--- src/rtl/npu_out_writer.sv ---
// ---------------------------------------------------------------------------
// npu_out_writer
//
// Captures the finished 128-bit accumulation words of one NPU layer into a
// small first-word-fall-through buffer and writes them to the output fmap
// buffer over a valid/ready port. The write address is pixel*OC_GROUPS+group,
// which is simply the running count of words actually written.
//
// Ports:
//   clk          in   clock, all state on rising edge
//   rstn         in   asynchronous active-low reset
//   start        in   one-cycle pulse, begins a layer capture (IDLE only)
//   acc_done     in   one-cycle pulse, mac_data_out holds a result word
//   mac_data_out in   16 signed int8 results, byte q = channel group*16+q
//   wr_valid     out  write request (buffer not empty)
//   wr_ready     in   output buffer accepts the word
//   wr_addr      out  word address of the buffer head
//   wr_data      out  buffer head (ReLU already applied)
//   busy         out  layer in progress
//   done         out  one-cycle pulse, layer fully written
//   overflow     out  sticky, a capture was dropped on a full buffer
// ---------------------------------------------------------------------------
module npu_out_writer #(
    parameter int PIXELS     = 1024,
    parameter int OC_GROUPS  = 5,
    parameter int FIFO_DEPTH = 4,   // power of 2, at least 2
    parameter int RELU_EN    = 1
) (
    input  logic         clk,
    input  logic         rstn,
    input  logic         start,
    input  logic         acc_done,
    input  logic [127:0] mac_data_out,
    output logic         wr_valid,
    input  logic         wr_ready,
    output logic [15:0]  wr_addr,
    output logic [127:0] wr_data,
    output logic         busy,
    output logic         done,
    output logic         overflow
);

    localparam int TOTAL = PIXELS * OC_GROUPS;
    localparam int CNT_W = $clog2(TOTAL + 1);
    localparam int PTR_W = $clog2(FIFO_DEPTH);

    typedef enum logic [1:0] {
        IDLE  = 2'd0,
        RUN   = 2'd1,
        DRAIN = 2'd2,
        DONE  = 2'd3
    } state_t;

    state_t             state, state_nxt;
    logic [CNT_W-1:0]   cap_cnt;
    logic [PTR_W:0]     wr_ptr, rd_ptr;   // extra MSB tells full from empty
    logic [127:0]       mem [FIFO_DEPTH];

    logic fifo_empty, fifo_full;
    logic start_ok, capture, push, pop, drop;

    // Negative int8 results clamp to zero; applied before the buffer so the
    // stored word is already final.
    function automatic logic [127:0] relu(input logic [127:0] d);
        logic [127:0] r;
        r = d;
        for (int q = 0; q < 16; q++) begin
            if ((RELU_EN != 0) && d[8*q+7])
                r[8*q +: 8] = 8'h00;
        end
        return r;
    endfunction

    assign fifo_empty = (wr_ptr == rd_ptr);
    assign fifo_full  = (wr_ptr[PTR_W] != rd_ptr[PTR_W]) &&
                        (wr_ptr[PTR_W-1:0] == rd_ptr[PTR_W-1:0]);

    assign start_ok = (state == IDLE) && start;
    assign capture  = (state == RUN) && acc_done;
    assign pop      = !fifo_empty && wr_ready;
    // A pop on the same edge frees the slot, so a full buffer still accepts.
    assign push     = capture && (!fifo_full || pop);
    assign drop     = capture && fifo_full && !pop;

    // NOTE: the word storage has no reset; wr_data is forced to zero while
    // the buffer is empty, so stale contents are never visible.
    always_ff @(posedge clk) begin
        if (push)
            mem[wr_ptr[PTR_W-1:0]] <= relu(mac_data_out);
    end

    // NOTE: all registered state uses non-blocking assignments so every
    // process sees the pre-edge values of the others.
    always_ff @(posedge clk or negedge rstn) begin
        if (!rstn) begin
            state    <= IDLE;
            wr_ptr   <= '0;
            rd_ptr   <= '0;
            cap_cnt  <= '0;
            wr_addr  <= '0;
            overflow <= 1'b0;
        end else begin
            state <= state_nxt;
            if (start_ok) begin
                wr_ptr   <= '0;
                rd_ptr   <= '0;
                cap_cnt  <= '0;
                wr_addr  <= '0;
                overflow <= 1'b0;
            end else begin
                if (push)
                    wr_ptr <= wr_ptr + (PTR_W+1)'(1);
                if (pop) begin
                    rd_ptr  <= rd_ptr + (PTR_W+1)'(1);
                    wr_addr <= wr_addr + 16'd1;
                end
                // Dropped captures still count towards the layer total.
                if (capture)
                    cap_cnt <= cap_cnt + CNT_W'(1);
                if (drop)
                    overflow <= 1'b1;
            end
        end
    end

    // NOTE: state_nxt gets a default before the case so no path leaves it
    // unassigned, which would infer a latch.
    always_comb begin
        state_nxt = state;
        case (state)
            IDLE:    if (start) state_nxt = RUN;
            RUN:     if (capture && (cap_cnt == CNT_W'(TOTAL - 1))) state_nxt = DRAIN;
            DRAIN:   if (fifo_empty) state_nxt = DONE;
            DONE:    state_nxt = IDLE;
            default: state_nxt = IDLE;
        endcase
    end

    assign wr_valid = !fifo_empty;
    assign wr_data  = fifo_empty ? '0 : mem[rd_ptr[PTR_W-1:0]];
    assign busy     = (state != IDLE);
    assign done     = (state == DONE);

endmodule

--- config.mk ---
export PLATFORM = sky130hd
export DESIGN_NAME = npu_out_writer
export DESIGN_NICKNAME = d
export VERILOG_FILES = /design/src/rtl/npu_out_writer.sv
export SDC_FILE = /design/constraint.sdc
export NUM_CORES = 1
export LEC_CHECK = 0
export ABC_CLOCK_PERIOD_IN_PS = 6400
export CAP_MARGIN = 20
export CORE_MARGIN = 5
export CORE_UTILIZATION = 40
export DETAILED_ROUTE_END_ITERATION = 16
export HOLD_SLACK_MARGIN = 0.08
export PLACE_DENSITY_LB_ADDON = 0.2
export SLEW_MARGIN = 20
export SYNTH_ARGS = -nofsm -noshare
export SYNTH_HDL_FRONTEND = slang
export SYNTH_SLANG_ARGS = --single-unit
export TNS_END_PERCENT = 5
--- constraint.sdc ---
create_clock -name clk -period 6.4 [get_ports clk]
set_input_delay 1.28 -clock clk [delete_from_list [all_inputs] [get_ports clk]]
set_output_delay 1.28 -clock clk [all_outputs]
set_load 0.02 [all_outputs]
* After elaboration in Yosys (flattened, before gate mapping) *
Memory sizes are Yosys's and may differ from the RTL's.
Cells that the tools add are included.

storage, ports and cells
  flip-flop bits (word level) = 38
  memory bits (writable) = 512
  input bits = 133
  output and inout bits = 148
  logic and storage cells = 89
  memories kept = 1

memory list
  name  words  width  rd ports  clocked after Yosys merged registers in  wr ports  line  text
  mem   4      128    1         0                                        1         57    logic [127:0] mem [FIFO_DEPTH];

cells by class
  $add $sub $neg = 4
  equal/unequal tests = 10
  mux-type cells = 49
  reduce and logical (&&, ||, !) cells = 19

operators with widths
  kind                                                              count
  128-bit two-way mux                                               1
  8-bit two-way mux                                                 16
  7-bit two-way mux                                                 16
  16-bit two-way mux                                                2
  13-bit two-way mux                                                2
  16-bit by 1-bit adder with 16-bit output (second input constant)  1
  13-bit by 1-bit adder with 13-bit output (second input constant)  1
  13-bit == test (second input constant)                            1
  3-bit two-way mux                                                 4
  2-bit nonzero test                                                5
  1-bit logical AND                                                 8
  2-bit one-hot mux with 4 select lines                             1
  3-bit by 1-bit adder with 3-bit output (second input constant)    2
  2-bit two-way mux                                                 3
  2-bit == test (second input constant)                             2
  1-bit two-way mux                                                 4
  2-bit != test (second input constant)                             2
  3-bit == test                                                     1
  1-bit logical NOT                                                 3
  3-bit AND reduction                                               1
  2-bit by 1-bit == test with 1-bit output (second input constant)  1
  2-bit == test                                                     1
  2-bit logical NOT                                                 1
  2-bit by 1-bit != test with 1-bit output (second input constant)  1
  2 further kinds                                                   2

* Logic depth before layout (Yosys ltp) *
  depth after elaboration = 7
  gate-level depth with buffers = 7
  mapped depth without buffers = 6

* Least setup slack after synthesis *
No wires, ideal clock.

  path type = input -> register
  start point = input acc_done
  end point = register wr_ptr[2]
  library setup time = 0.274 ns
  arrival = 4.772 ns
  data required time = 6.126 ns
  path slack = 1.354 ns
  stages on the path = 4
  buffers on the path = 0
  cells stage by stage = nand2_1 a41oi_1 and2_1 o21ai_0

on the way
  word-level cells in the longest chain between the ends = 3

ends and longest elaborated chain
  item                          line  text
  from (decl)                   32    input logic acc_done,
  1-bit logical AND             79    assign capture = (state == RUN) && acc_done;
  1-bit logical AND             82    assign push = capture && (!fifo_full || pop);
  2-bit nonzero test (no line)  n/a
  to (signal assigned)          112   wr_ptr <= wr_ptr + (PTR_W+1)'(1);
  to (decl)                     56    logic [PTR_W:0] wr_ptr, rd_ptr;

No other way between the ends.
A chain may end at the register's enable or synchronous reset.

* Final worst setup path *
  start point = register rd_ptr[0]
  end point = output wr_data[16]

on the way
  word-level cells in the longest chain between the ends = 2
  elaborated cells on any way between the ends = 3
  classes of those cells = eq/ne (1); mux (1); memory (1)

ends and longest elaborated chain
  item                                                      line  text
  from (decl)                                               56
  from (signal assigned)                                    114   rd_ptr <= rd_ptr + (PTR_W+1)'(1);
  memory read 4 x 128 bit or 3-bit == test (tied branches)  n/a
  128-bit two-way mux (*)                                   140   assign wr_data = fifo_empty ? '0 : mem[rd_ptr[PTR_W-1:0]];
  to (decl)                                                 37    output logic [127:0] wr_data,

Mark *: on every way between the ends. The rest lies on a longest branch, timed or not.

==> results by group <==
Critical path
  • WP data arrival: 3880 ps
  • Critical Path Start Type: flip-flop
  • Slowest stage delay, CP: 770 ps
  • Critical path's top delay family: buffers and inverters
  • Crit end category: output port
  • Buffers and inverters on the worst path: 3
  • Required time worst endpoint: 5120 ps
  • Crit path cell chain: xor2_2, nor3_2, clkinv_2, buf_4, and2_1, clkdlybuf4s50_1
  • WS Path Type: flip-flop to output port
  • Critical Path Slowest Stage Cell: clkinv_2
  • Maximum fanout along the worst path: 65

Die
  • Core ar.: 0.0490 sq mm
  • Starting Density: between 40% and 50%
  • Die height: about 230 um
  • Die area: 0.0541 sq mm
  • Ports: 281
  • Die X: 233 um
  • Rows: between 80 and 90

Routing
  • DRT Wirelength: 41600 um
  • Uppermost layer routed: met5
  • Met2 wire length: 20100 um
  • Routed metal-1 wirelength: 18200 um
  • DR iter-0 viols: 591
  • Met3 WL: 2510 um
  • Wire per inst: roughly 20 um
  • DRC Markers: 0
  • First-pass DRT Iterations: 6
  • Avg Vias per Cell: 4.99
  • Final ANT Viol Nets: 0
  • Total number of vias: 10200

Timing
  • Final count of hold timing violations: 0
  • Clock skew: 15.3 ps
  • Worst-Margin Slew: 975 ps
  • Max Clk Rate: 194 MHz
  • Slew Limit Fails: 0
  • Setup TNS Final: 0 ps
  • Worst rel slew slack: approximately a third
  • Final setup viols: 0
  • Tmin final: 5160 ps
  • RSZ-0062 raised after global routing: false
  • Tcrit/Tclk final: 80.7%

Power
  • Peak supply drop: between 0.3 and 0.4 mV
  • Leak: 8.27 nW
  • Pwr dens: 501 mW/mm^2
  • Cell-internal power: around 8.3 mW
  • Total Power: 12.4 mW
  • Clock power frac: between 20 and 25%
  • Fraction of power consumed by sequential logic: 35.7%
  • Logic pwr share: 42.1%
  • P_sw: between 4 and 5 mW
  • Switching fraction of total power: 33.2%

Synthesis
  • Synth Register Bits: 486
  • EDFF count, synth: about 450
  • Mean Syn Cell Area: 18.7 sq um
  • Sequential fraction of the synthesis area: 72.7%
  • Mapped Cells: 1062
  • Async set-or-reset flop fraction in the synthesized netlist: between 7 and 8%
  • Synthesized area: 0.0198 sq mm
  • Yosys cell types: 41
  • Prevailing post-synth register cell: edfxtp_1
  • Ys Warns: 0

CTS
  • TritonCTS Sinks: 486
  • Post-CTS Setup Bufs: 0
  • Hold buffer count at cts: 0
  • Number of buffers created by CTS: 51
  • Clock root buffer: clkbuf_16
  • Htree depth: 2
  • Post-cts repair resize count: 0
  • Latest clock arrival within the worst-skew pair: 570 ps
  • Worst-path clk slew: 60 ps
  • CTS tree: yes
  • Clock Tree Buf Depth: 3

GRT
  • Total gr overflow: 0
  • Initial antenna violation count: 1
  • Number of global-route vias before repair: 11000
  • GR Util All Layers: roughly 15%
  • Largest net degree at the start of global routing: 66
  • Global-route wire length before repair: ~64000 um

Finish
  • Fin nets: 1495
  • Footprint of the multi-input gates: 0.00514 sq mm
  • Fill count: around 4000
  • Seq. cell area: between 0.01 and 0.015 sq mm
  • Synthesis-to-finish area growth: 25.1%
  • Finished Layout Cells: 2053
  • Layout cell share with drive strength beyond 1: 14.9%

Flow run
  • Max cap viols: 0

Status
  • Status: completed

Placed design
  • Detailed placement HPWL: 25500 um
  • Routability cong.: 0.734
  • Port-buffer cells: 264
  • Placed Instances: 1961

Min path
  • Hold Path Class: flip-flop to flip-flop
flip-flops by register name, summed over array words and instances (netlist names):
| name | count |
|---|---|
| rd_ptr | 3 |
| wr_addr | 16 |
| state | 2 |
| wr_ptr | 3 |
| cap_cnt | 13 |
| mem | 448 |
| overflow | 1 |
stage by stage:
step                      utilization, %  area (sq um)  hold WS, ps  worst slack, ps
after floorplan                        -         19900          497             1350
after global placement              47.5         23200          520             1690
after detailed placement            47.5         23200          542             1670
after CTS                           50.7         24800          552             1050
after global routing                50.7         24800          562              857
final                               50.7         24800          544             1240
kinds of logic after synthesis:
logic type | count (synthesis) | synth area share, %
flip-flops | 486 | 72.7
AND/OR/NAND/NOR | 313 | 9.55
multiplexers | 115 | 12.9
buffers and inverters | 72 | 1.76
AO/OA/AOI/OAI | 45 | 1.47
XOR/XNOR | 18 | 0.909
adder cells (fa/ha/maj) | 12 | 0.757
other | 1 | 0.0189
metal layers:
| metal | track usage, % | vias up |
|---|---|---|
| li1 | - | 4681 |
| met1 | 20.8 | 5268 |
| met2 | 25.1 | 240 |
| met3 | 4.04 | 49 |
| met4 | 3.45 | 2 |
| met5 | 0 | - |
placed cells by master, fill, tap and decap left out, types with 12 or more instances in the layout:
master           synthesis  final
edfxtp_1               448    448
clkdlybuf4s50_1          0    264
and2_1                 122    118
nor2b_1                112    112
mux4_2                 112    112
clkbuf_16                0     52
dfrtp_1                 38     36
a21oi_1                 19     19
nor2_1                  18     18
conb_1                   1     16
nand2_1                 14     14
clkbuf_1                28     14
buf_4                   16     13
xor2_1                  12     12
ha_1                    12     12
clkinv_1                 0     12
layout make-up:
cell class / count / share of cell area, %
Antenna cell: 1 / 0.0101
Clock buffer: 66 / 5.46
Clock inverter: 25 / 0.837
Inverter: 11 / 0.171
Multi-Input combinational cell: 519 / 20.7
Sequential cell: 486 / 58.1
Tap cell: 664 / 3.35
Timing Repair Buffer: 281 / 11.4
path summary, 6_finish.rpt:
| kind | start | slack (ps) | endpoint | cells past startpoint |
|---|---|---|---|---|
| min in group asynchronous | rstn | 1140 | wr_addr[15] | 2 |
| hold reg to reg | overflow | 540 | overflow | 1 |
| setup / recovery | rd_ptr[0] | 1240 | wr_data[16] | 6 |
| setup reg to reg | rd_ptr[1] | 2890 | mem[1][75] | 5 |
| max in group asynchronous | rstn | 4860 | rd_ptr[0] | 2 |
| hold / removal | overflow | 540 | overflow | 1 |
Yosys cell counts (3+ instances only):
| cell type | n | area [sq um] |
|---|---|---|
| a21oi_1 | 19 | 95.1 |
| nand3_1 | 11 | 55.1 |
| mux4_2 | 112 | 2520 |
| and3_1 | 4 | 25.0 |
| or4_1 | 10 | 75.1 |
| xor2_2 | 3 | 48.8 |
| xnor2_1 | 3 | 26.3 |
| nand4_1 | 8 | 50.1 |
| nor2b_1 | 112 | 701 |
| or3_1 | 6 | 37.5 |
| xor2_1 | 12 | 105 |
| edfxtp_1 | 448 | 13500 |
| buf_2 | 15 | 75.1 |
| buf_4 | 16 | 120 |
| nor2_1 | 18 | 67.6 |
| dfrtp_1 | 38 | 951 |
| o21ai_0 | 7 | 35.0 |
| clkbuf_1 | 28 | 105 |
| and2_1 | 122 | 763 |
| ha_1 | 12 | 150 |
| inv_1 | 10 | 37.5 |
| o31ai_1 | 11 | 82.6 |
| nand2_1 | 14 | 52.6 |
power by group through the flow:
stage	registers (mW)	logic [mW]	clock network (mW)
final	4.43	5.23	2.76
after global routing	4.49	5.60	2.98
after CTS	4.44	5.38	2.84
after detailed placement	4.51	5.35	0
after global placement	4.48	5.36	0
after floorplan	4.50	3.08	0
worst reg2reg max path, stage by stage (launching register included):
cell,delay [ps]
dfrtp_4,420
buf_4,710
xnor2_1,190
a41oi_1,650
and2_4,560
buf_4,600
(Power assumes the default switching activity.)
==> RTL change 1 (same settings) <==
The parameter `RELU_EN` goes from 1 to 0.
--- a/src/rtl/npu_out_writer.sv
+++ b/src/rtl/npu_out_writer.sv
@@ -24,7 +24,7 @@
     parameter int PIXELS     = 1024,
     parameter int OC_GROUPS  = 5,
     parameter int FIFO_DEPTH = 4,   // power of 2, at least 2
-    parameter int RELU_EN    = 1
+    parameter int RELU_EN    = 0
 ) (
     input  logic         clk,
     input  logic         rstn,
Behaviour: not the same (a bounded check fails within 4 cycles, from zero or initial values and one cycle with rstn low).
==> RTL change 1 against the unedited design <==
Utilization down 0.12 points; sequential cell count rose by 64; routed wire length up 12%; power is 12% higher; first-iteration DRC count is 11% higher; cell area up 7.7%; area after synthesis up 8.2%; critical endpoint is now wr_data[34]; setup slack gained 0.16 ns.
==> RTL change 1: results (changes against the unedited design) <==
Worst Path Max Fanout: 100 (was 65)
DP HPWL: 27800 um (was 25500 um)
Nets: 1481 (was 1495)
WL final: 46800 um (was 41600 um)
Critical Path Max Stage Delay: 0.86 ns (was 0.77 ns)
DRT iter0 DRCs: 657 (was 591)
Post-synth EDFFs: 512 (was 448)
GR Util met1: 21.3% (was 20.8%)
share of flip-flops with an asynchronous set or reset: 6.91% (was 7.82%)
drt via density: 5.19 (was 4.99)
outcome: complete, no violations (unchanged)
unique cell type count in the Yosys netlist: 42 (was 41)
Lkg Pwr: 8.70 nW (was 8.27 nW)
sequential element share of the synthesized area: 76.1% (was 72.7%)
worst slew margin relative to its limit: 37.5% (was 35.0%)
Int Pwr: 9.17 mW (was 8.30 mW)
Reg power frac: 36.4% (was 35.7%)
share of post-route cells with drive strength above 1: 16.7% (was 14.9%)
Port Buf Inserts: 280 (was 264)
Peak VDD IR: 0.000332 V (was 0.000325 V)
final hold slack: 0.490 ns (was 0.544 ns)
Num CTS Buffers: 55 (was 51)
top post-synthesis cells by count: edfxtp_1 (512), and2_1 (135), mux4_2 (128), dfrtp_1 (38), clkbuf_1 (32) (was edfxtp_1 (448), and2_1 (122), mux4_2 (112), nor2b_1 (112), dfrtp_1 (38))
initial antenna violation count: 11 (was 1)
max reg flops: 512 (was 448)
placed cell areas: 0.0251 mm2 (was 0.0232 mm2)
top cells by area, synth: edfxtp_1 (72%), mux4_2 (13%), dfrtp_1 (4.4%) (was edfxtp_1 (68%), mux4_2 (13%), dfrtp_1 (4.8%))
Comb power frac: 42.5% (was 42.1%)
routing usage on met3: 4.55% (was 4.04%)
FF-to-FF End: mem[2][38]$_DFFE_PP_ (was mem[1][75]$_DFFE_PP_)
WL/cell: 22.6 um (was 20.3 um)
-- RTL change 1: worst register-to-register path, cell delays in order, from the launching register on --
cell and delay (ns):
dfrtp_4 0.82, buf_4 0.67, xnor2_1 0.18, a41oi_1 0.65, and2_4 0.80, buf_4 0.56
-- RTL change 1: area by class of cell --
type	count	share of cell area [%]
timing repair buffer	297	11.2
clock inverter	29	0.655
antenna	4	0.0375
multi-input combinational	424	18.2
inverter	8	0.117
tap	688	3.22
sequential	550	61.1
clock buffer	69	5.43
-- RTL change 1: worst max-delay path by stage --
stage / startpoint / end / slack [ns] / cells past startpoint
2_1_floorplan: wr_ready / wr_ptr[2]$_DFFE_PN0P_ / 0.90 / 5
3_3_place_gp: rd_ptr[0]$_DFFE_PN0P_ / wr_data[104] / 1.94 / 4
3_5_place_dp: wr_ready / mem[2][43]$_DFFE_PP_ / 1.95 / 5
4_1_cts: rd_ptr[0]$_DFFE_PN0P_ / wr_data[34] / 1.30 / 4
5_1_grt: rd_ptr[0]$_DFFE_PN0P_ / wr_data[77] / 1.11 / 4
6_report: rd_ptr[0]$_DFFE_PN0P_ / wr_data[34] / 1.40 / 4
-- RTL change 1: per-layer routing --
metal,up-vias,wire length (um),share of wire (%)
met5,-,86,0.18
met4,14,779,1.7
li1,4782,-,-
met2,232,22800,49
met1,5633,20000,43
met3,71,3030,6.5
-- RTL change 1: cells by family after synthesis --
family / count (synthesis) / synth area share, %
flip-flops: 550 / 76.1
adder cells (fa/ha/maj): 12 / 0.700
AO/OA/AOI/OAI: 38 / 1.14
XOR/XNOR: 21 / 1.07
AND/OR/NAND/NOR: 221 / 6.07
buffers and inverters: 60 / 1.28
multiplexers: 132 / 13.6
==> RTL change 2 (same flow settings) <==
Made on the original files. Re-encode `state_t` (4 states) as Gray code, 2 bits wide.
--- a/src/rtl/npu_out_writer.sv
+++ b/src/rtl/npu_out_writer.sv
@@ -45,10 +45,10 @@
     localparam int PTR_W = $clog2(FIFO_DEPTH);
 
     typedef enum logic [1:0] {
-        IDLE  = 2'd0,
-        RUN   = 2'd1,
-        DRAIN = 2'd2,
-        DONE  = 2'd3
+        IDLE  = 2'b00,
+        RUN   = 2'b01,
+        DRAIN = 2'b11,
+        DONE  = 2'b10
     } state_t;
 
     state_t             state, state_nxt;
Behaviour: same outputs for any inputs over 4 cycles, from zero or initial values and one cycle with rstn low; so few cycles prove little.
==> RTL change 2 against the unedited design <==
Register-to-register slack better by 0.50 ns; power up 0.20%; sequential cell count unchanged; area after synthesis down 0.51%; clock skew down 0.0053 ns; routed wire length up 0.36%; fmax up 0.43%; worst hold slack worse by 0.0097 ns; setup slack better by 0.022 ns; largest power group unchanged; cell area down 0.35%; combinational power down 1%; critical endpoint is now wr_data[120].
==> RTL change 2: results (changes against the unedited design) <==
placed cell areas: 0.0231 mm2 (was 0.0232 mm2)
Synth Area per Inst: 18.7 um2 (about the same)
TritonRoute pass-1 iters: 4 (was 6)
Nets: 1479 (was 1495)
Peak VDD IR: 0.000256 V (was 0.000325 V)
final hold slack: 0.534 ns (was 0.544 ns)
Register-to-Register Path Depth: 4 (was 5)
final worst slack: 1.26 ns (was 1.24 ns)
top post-synthesis cells by count: edfxtp_1 (448), and2_1 (117), nor2b_1 (113), mux4_2 (112), dfrtp_1 (38) (was edfxtp_1 (448), and2_1 (122), mux4_2 (112), nor2b_1 (112), dfrtp_1 (38))
clk_skew: 0.00999 ns (was 0.0153 ns)
power after layout: 12.4 mW (about the same)
Comb power frac: 41.6% (was 42.1%)
largest net degree at the start of global routing: 115 (was 66)
sequential element share of the synthesized area: 73.0% (was 72.7%)
Reg power frac: 35.6% (was 35.7%)
Placement Setup Slack: 1.65 ns (was 1.67 ns)
unique cell type count in the Yosys netlist: 42 (was 41)
Lkg Pwr: 8.20 nW (was 8.27 nW)
WL final: 41700 um (was 41600 um)
routing usage on met3: 3.28% (was 4.04%)
FILL cells: 4126 (was 4060)
DRT iter0 DRCs: 639 (was 591)
outcome: complete, no violations (unchanged)
r2r startpoint: rd_ptr[0]$_DFFE_PN0P_ (was rd_ptr[1]$_DFFE_PN0P_)
worst slew margin relative to its limit: 28.7% (was 35.0%)
Int Pwr: 8.36 mW (was 8.30 mW)
Critical Path AT: 3.86 ns (was 3.88 ns)
## RTL change 2: cell types whose count changed in the layout (fill, tap and decap cells not counted), sizes merged, moves of 4 or more
cell | before | now
and2 | 122 | 117
nand2 | 14 | 19
or4 | 10 | 6
clkinv | 22 | 18
ha | 12 | 7
xor2 | 15 | 10
inv | 11 | 7
nand3 | 11 | 7
xnor2 | 3 | 8
## RTL change 2: final cells by class
type | count | area [um2] | share of cell area [%]
multi-input cells | 513 | 5040 | 20.4
well taps | 664 | 831 | 3.36
clock buffers | 66 | 1380 | 5.56
flip-flops and latches | 486 | 14400 | 58.3
inverters | 8 | 31.3 | 0.127
repair buffers | 279 | 2810 | 11.4
clock inverters | 22 | 226 | 0.916
## RTL change 2: worst max-delay path: cells and delay by family (launching register included)
kind | cells | cell delay (ns)
buf+inv | 3 | 1.74
flops | 1 | 0.69
mux | 1 | 0.63
simple gates | 1 | 0.18
